$ cat src/rtl/sram_pkg.sv
// Shared types and defaults for the 16-bit asynchronous SRAM data-memory controller.
package sram_pkg;

  typedef enum logic [2:0] {
    S_IDLE,
    S_WR_LO,
    S_WR_HI,
    S_RD_LO,
    S_RD_HI,
    S_DONE
  } sram_state_t;

  localparam int unsigned SRAM_DW           = 16;
  localparam int unsigned SRAM_AW_DEFAULT   = 18;
  localparam logic [31:0] BASE_ADDR_DEFAULT = 32'd1024;

endpackage

$ cat src/rtl/sram_controller.sv
// MEM-stage data-memory responder: splits each 32-bit access into two halfword
// phases on an asynchronous 16-bit SRAM and freezes the core via ready.
module sram_controller
  import sram_pkg::*;
#(
  parameter logic [31:0] BASE_ADDR     = BASE_ADDR_DEFAULT,
  parameter int unsigned ACCESS_CYCLES = 2,
  parameter int unsigned SRAM_AW       = SRAM_AW_DEFAULT
) (
  input  logic               clk,
  input  logic               rst,
  input  logic               wr_en,
  input  logic               rd_en,
  input  logic [31:0]        address,
  input  logic [31:0]        write_data,
  output logic [31:0]        read_data,
  output logic               ready,
  output logic [SRAM_AW-1:0] sram_addr,
  output logic               sram_we_n,
  output logic               sram_oe_n,
  output logic [SRAM_DW-1:0] sram_dq_out,
  output logic               sram_dq_oe,
  input  logic [SRAM_DW-1:0] sram_dq_in
);

  localparam int unsigned CW   = $clog2(ACCESS_CYCLES + 1);
  localparam logic [CW-1:0] LAST = CW'(ACCESS_CYCLES - 1);

  sram_state_t        state, state_nx;
  logic [CW-1:0]      cnt;
  logic               in_phase;
  logic               phase_end;
  logic [SRAM_AW-2:0] word;

  // Upper offset bits are dropped, so out-of-range addresses wrap.
  assign word      = (SRAM_AW-1)'((address - BASE_ADDR) >> 2);
  assign phase_end = (cnt == LAST);

  always_comb begin
    state_nx    = state;
    in_phase    = 1'b0;
    ready       = 1'b1;
    sram_we_n   = 1'b1;
    sram_oe_n   = 1'b1;
    sram_dq_oe  = 1'b0;
    sram_addr   = '0;
    sram_dq_out = '0;
    case (state)
      S_IDLE: begin
        ready = ~(wr_en | rd_en);
        if (wr_en)      state_nx = S_WR_LO;
        else if (rd_en) state_nx = S_RD_LO;
      end
      S_WR_LO, S_WR_HI: begin
        in_phase    = 1'b1;
        ready       = 1'b0;
        sram_we_n   = 1'b0;
        sram_dq_oe  = 1'b1;
        sram_addr   = {word, state == S_WR_HI};
        sram_dq_out = (state == S_WR_HI) ? write_data[31:16] : write_data[15:0];
        if (phase_end) state_nx = (state == S_WR_HI) ? S_DONE : S_WR_HI;
      end
      S_RD_LO, S_RD_HI: begin
        in_phase  = 1'b1;
        ready     = 1'b0;
        sram_oe_n = 1'b0;
        sram_addr = {word, state == S_RD_HI};
        if (phase_end) state_nx = (state == S_RD_HI) ? S_DONE : S_RD_HI;
      end
      S_DONE:  state_nx = S_IDLE;
      default: state_nx = S_IDLE;
    endcase
    if (!rst) ready = 1'b1;
  end

  always_ff @(posedge clk) begin
    if (!rst) begin
      state     <= S_IDLE;
      cnt       <= '0;
      read_data <= '0;
    end else begin
      state <= state_nx;
      // A phase only ends on phase_end, so this also clears cnt on phase entry.
      cnt   <= (in_phase && !phase_end) ? cnt + CW'(1) : '0;
      if (state == S_RD_LO && phase_end) read_data[15:0]  <= sram_dq_in;
      if (state == S_RD_HI && phase_end) read_data[31:16] <= sram_dq_in;
    end
  end

endmodule

$ cat config.mk
export PLATFORM = sky130hd
export DESIGN_NAME = sram_controller
export DESIGN_NICKNAME = d
export VERILOG_FILES = /design/src/rtl/sram_pkg.sv /design/src/rtl/sram_controller.sv
export SDC_FILE = /design/constraint.sdc
export NUM_CORES = 1
export LEC_CHECK = 0
export CAP_MARGIN = 40
export CORE_UTILIZATION = 36
export CTS_CLUSTER_DIAMETER = 30
export DETAILED_ROUTE_END_ITERATION = 10
export GPL_TIMING_DRIVEN = 1
export PLACE_DENSITY = 0.85
export SLEW_MARGIN = 10
export SYNTH_ARGS = -nofsm -noshare
export SYNTH_HDL_FRONTEND = slang
export SYNTH_SLANG_ARGS = --single-unit
export TNS_END_PERCENT = 1
$ cat constraint.sdc
create_clock -name clk -period 3.8 [get_ports clk]
set_clock_uncertainty 0.15 [all_clocks]
set_input_delay 0.76 -clock clk [delete_from_list [all_inputs] [get_ports clk]]
set_output_delay 0.76 -clock clk [all_outputs]
set_load 0.005 [all_outputs]
==> run_results.csv <==
group,metric,value,unit
run_status,outcome,"finished, final reports clean",
synthesis,synthDistinctLibCells,39,
detailed_routing,totalWireLength,6100,um
finish,final_common_cell,"clkdlybuf4s50_1",
place,gp_congestion,0.809,
synthesis,syn-num-nets,361,
detailed_routing,wl_per_cell,12.8,um
timing,final_hold_viol_count,0,
place,dp_hpwl,4650,um
global_routing,overflow,0,
timing,finalSetupViolations,0,
synthesis,yosysWarningCount,0,
power,powerDensity,351,mW/mm2
place,pre_cts_slack,-0.0727,ns
detailed_routing,vias_per_cell,4.89,
synthesis,synth_top_area_cell,"dfxtp_1",
synthesis,synth_top_area_share,0.368,
finish,antennaDiodeCount,0,
die,die_x,76.8,um
finish,mostFrequentLayoutCells,"clkdlybuf4s50_1, nand2_1, dfxtp_1",
clock_network,numCtsBuffers,5,
clock_network,h-tree-depth,2,
finish,multi_input_area,0.00116,mm2
worst_setup_path,r2r_start,"cnt[1]$_SDFF_PN0_",
synthesis,synth_async_sr_flop_share,0,
worst_setup_path,critPathKind,"in -> out",
die,initial_core_util,0.384,
worst_setup_path,startpoint,"address[11]",
detailed_routing,via_count,2327,
timing,fin_crit,3.62,ns
global_routing,grt_pass1_wl,10100,um
clock_network,clockRootBuffer,"clkbuf_8",
die,num_rows,26,
die,fp.dieH,76.8,um
synthesis,synth_edf_count,0,
worst_setup_path,arrival,2.71,ns
flow_run,max_cap_violations,0,
clock_network,clk_path_buf_depth,2,
die,dieArea,0.00590,mm2
finish,nFillCells,443,
finish,syn2layout_area_growth,75.5,%
global_routing,antenna_found_initial,0,
worst_setup_path,reg2reg_slack,1.84,ns
worst_hold_path,min_from,"cnt[0]$_SDFF_PN0_",
global_routing,track_usage,0.210,
synthesis,ys.flop_type,"dfxtp_1",
clock_network,cts_tree,"built",
clock_network,cts.clk_slew.worst_paths,0.06,ns
synthesis,ys_top_cells_by_area,"dfxtp_1, nand2_1, a21boi_1, a21oi_1, buf_2",
detailed_routing,drt-initial-drc-count,113,
timing,period_share,0.952,
finish,nets,492,
die,core,0.00524,mm2
worst_setup_path,critPathLaunchType,"primary input",
finish,fin_util,0.675,
finish,regArea,741,um2
place,port-buffer-count,138,
finish,layout-drive-gt1-share,0.0567,
detailed_routing,ant_nets,0,
synthesis,syn_area_per_cell,7.32,um2
power,leakage,1.32,nW
die,io_pins,154,
worst_setup_path,crit_path_max_fanout,4,
synthesis,synthCells,275,
global_routing,grt_max_degree,38,
timing,worstMarginPinSlew,0.744,ns
synthesis,syn_area,0.00201,mm2
timing,rsz0062_at_grt,"false",
worst_setup_path,required,2.89,ns
synthesis,ys_seq_elements,37,
global_routing,grt_pass1_vias,2232,
finish,instances_no_fill,476,
detailed_routing,drc,0,
timing,maxSlewHeadroom,0.501,
detailed_routing,drt-pass1-iter-count,4,
worst_setup_path,end_kind,"output pin",
timing,max_freq,276,MHz
power,worst_ir_drop_vdd,0.000189,V
timing,fin_ws,0.181,ns
synthesis,synth.yosys.seq_area_share,0.368,
clock_network,clock_latency,0.28,ns
worst_hold_path,hp-class,"reg -> reg",
clock_network,numClockSinks,37,
clock_network,postCtsHoldBufs,0,
timing,drv_slew,0,
place,placedCellCount,469,
-- area by class of cell --
type,instances,area share
repair buffers,146,0.408
multi-input cells,210,0.327
inverters,6,0.00637
flip-flops and latches,37,0.210
well taps,70,0.0248
clock buffers,7,0.0244
-- registers in the layout (all words and copies together) (netlist names) --
| register | count |
|---|---|
| cnt | 2 |
| read_data | 32 |
| state | 3 |
-- repair_timing --
action,CTS,global route
endpoints found under the setup margin,3,1
setup buffers,0,0
hold endpoints to repair,0,0
resized for setup,3,1
-- final timing paths --
path | to | cells after the start
setup / recovery | sram_addr[13] | 8
hold / removal | cnt[0]$_SDFF_PN0_ | 1
setup reg to reg | read_data[20]$_SDFFE_PN0P_ | 5
hold reg to reg | cnt[0]$_SDFF_PN0_ | 1
-- metal layers --
layer | GRT usage | share of wire
met4 | 0.0750 | 0.019
met3 | 0.0595 | 0.069
met1 | 0.238 | 0.42
met2 | 0.371 | 0.49
met5 | 0 | 0
-- Yosys cell counts (3+ instances only) --
master	count
a21boi_1	33
and3_1	8
a21oi_1	22
clkbuf_1	10
dfxtp_1	37
o21ai_0	3
inv_1	5
buf_2	11
o31ai_1	3
nor2_1	4
nand2_1	100
or3_1	5
-- worst max-delay path, stage by stage --
cell and delay, ns:
clkdlybuf4s50_1 0.44, inv_1 0.07, ha_1 0.15, or3b_4 0.38, buf_4 0.15, xor2_1 0.14
nor2_1 0.09, clkdlybuf4s50_1 0.52
-- power breakdown --
part           leakage [nW]  internal (mW)  switching [mW]
logic                 0.977          0.322           0.221
clock network        0.0443          0.144           0.124
registers             0.299          0.402          0.0260
-- cells by family (layout without fill, tap and decap cells) --
group                      count (synthesis)  in the layout  share of synthesized area
and+or+nand+nor                          137            137                      0.321
AOI/OAI and AO/OA                         68             68                      0.225
DFF                                       37             37                      0.368
buffers and inverters                     28            159                     0.0609
xor gates and xnor gates                   3              3                     0.0131
adders and majority gates                  2              2                     0.0124
-- through the flow --
stage | cell area [um2] | power (mW) | hold WS [ns] | TNS, ns
global placement | 3450 | 0.976 | 0.265 | -0.0650
floorplan | 2010 | 0.662 | 0.256 | 0
finish | 3530 | 1.24 | 0.278 | 0
detailed placement | 3450 | 0.983 | 0.270 | -0.110
CTS | 3530 | 1.25 | 0.280 | 0
global route | 3530 | 1.33 | 0.292 | 0
Note: power is estimated with default switching activity, not from simulation.
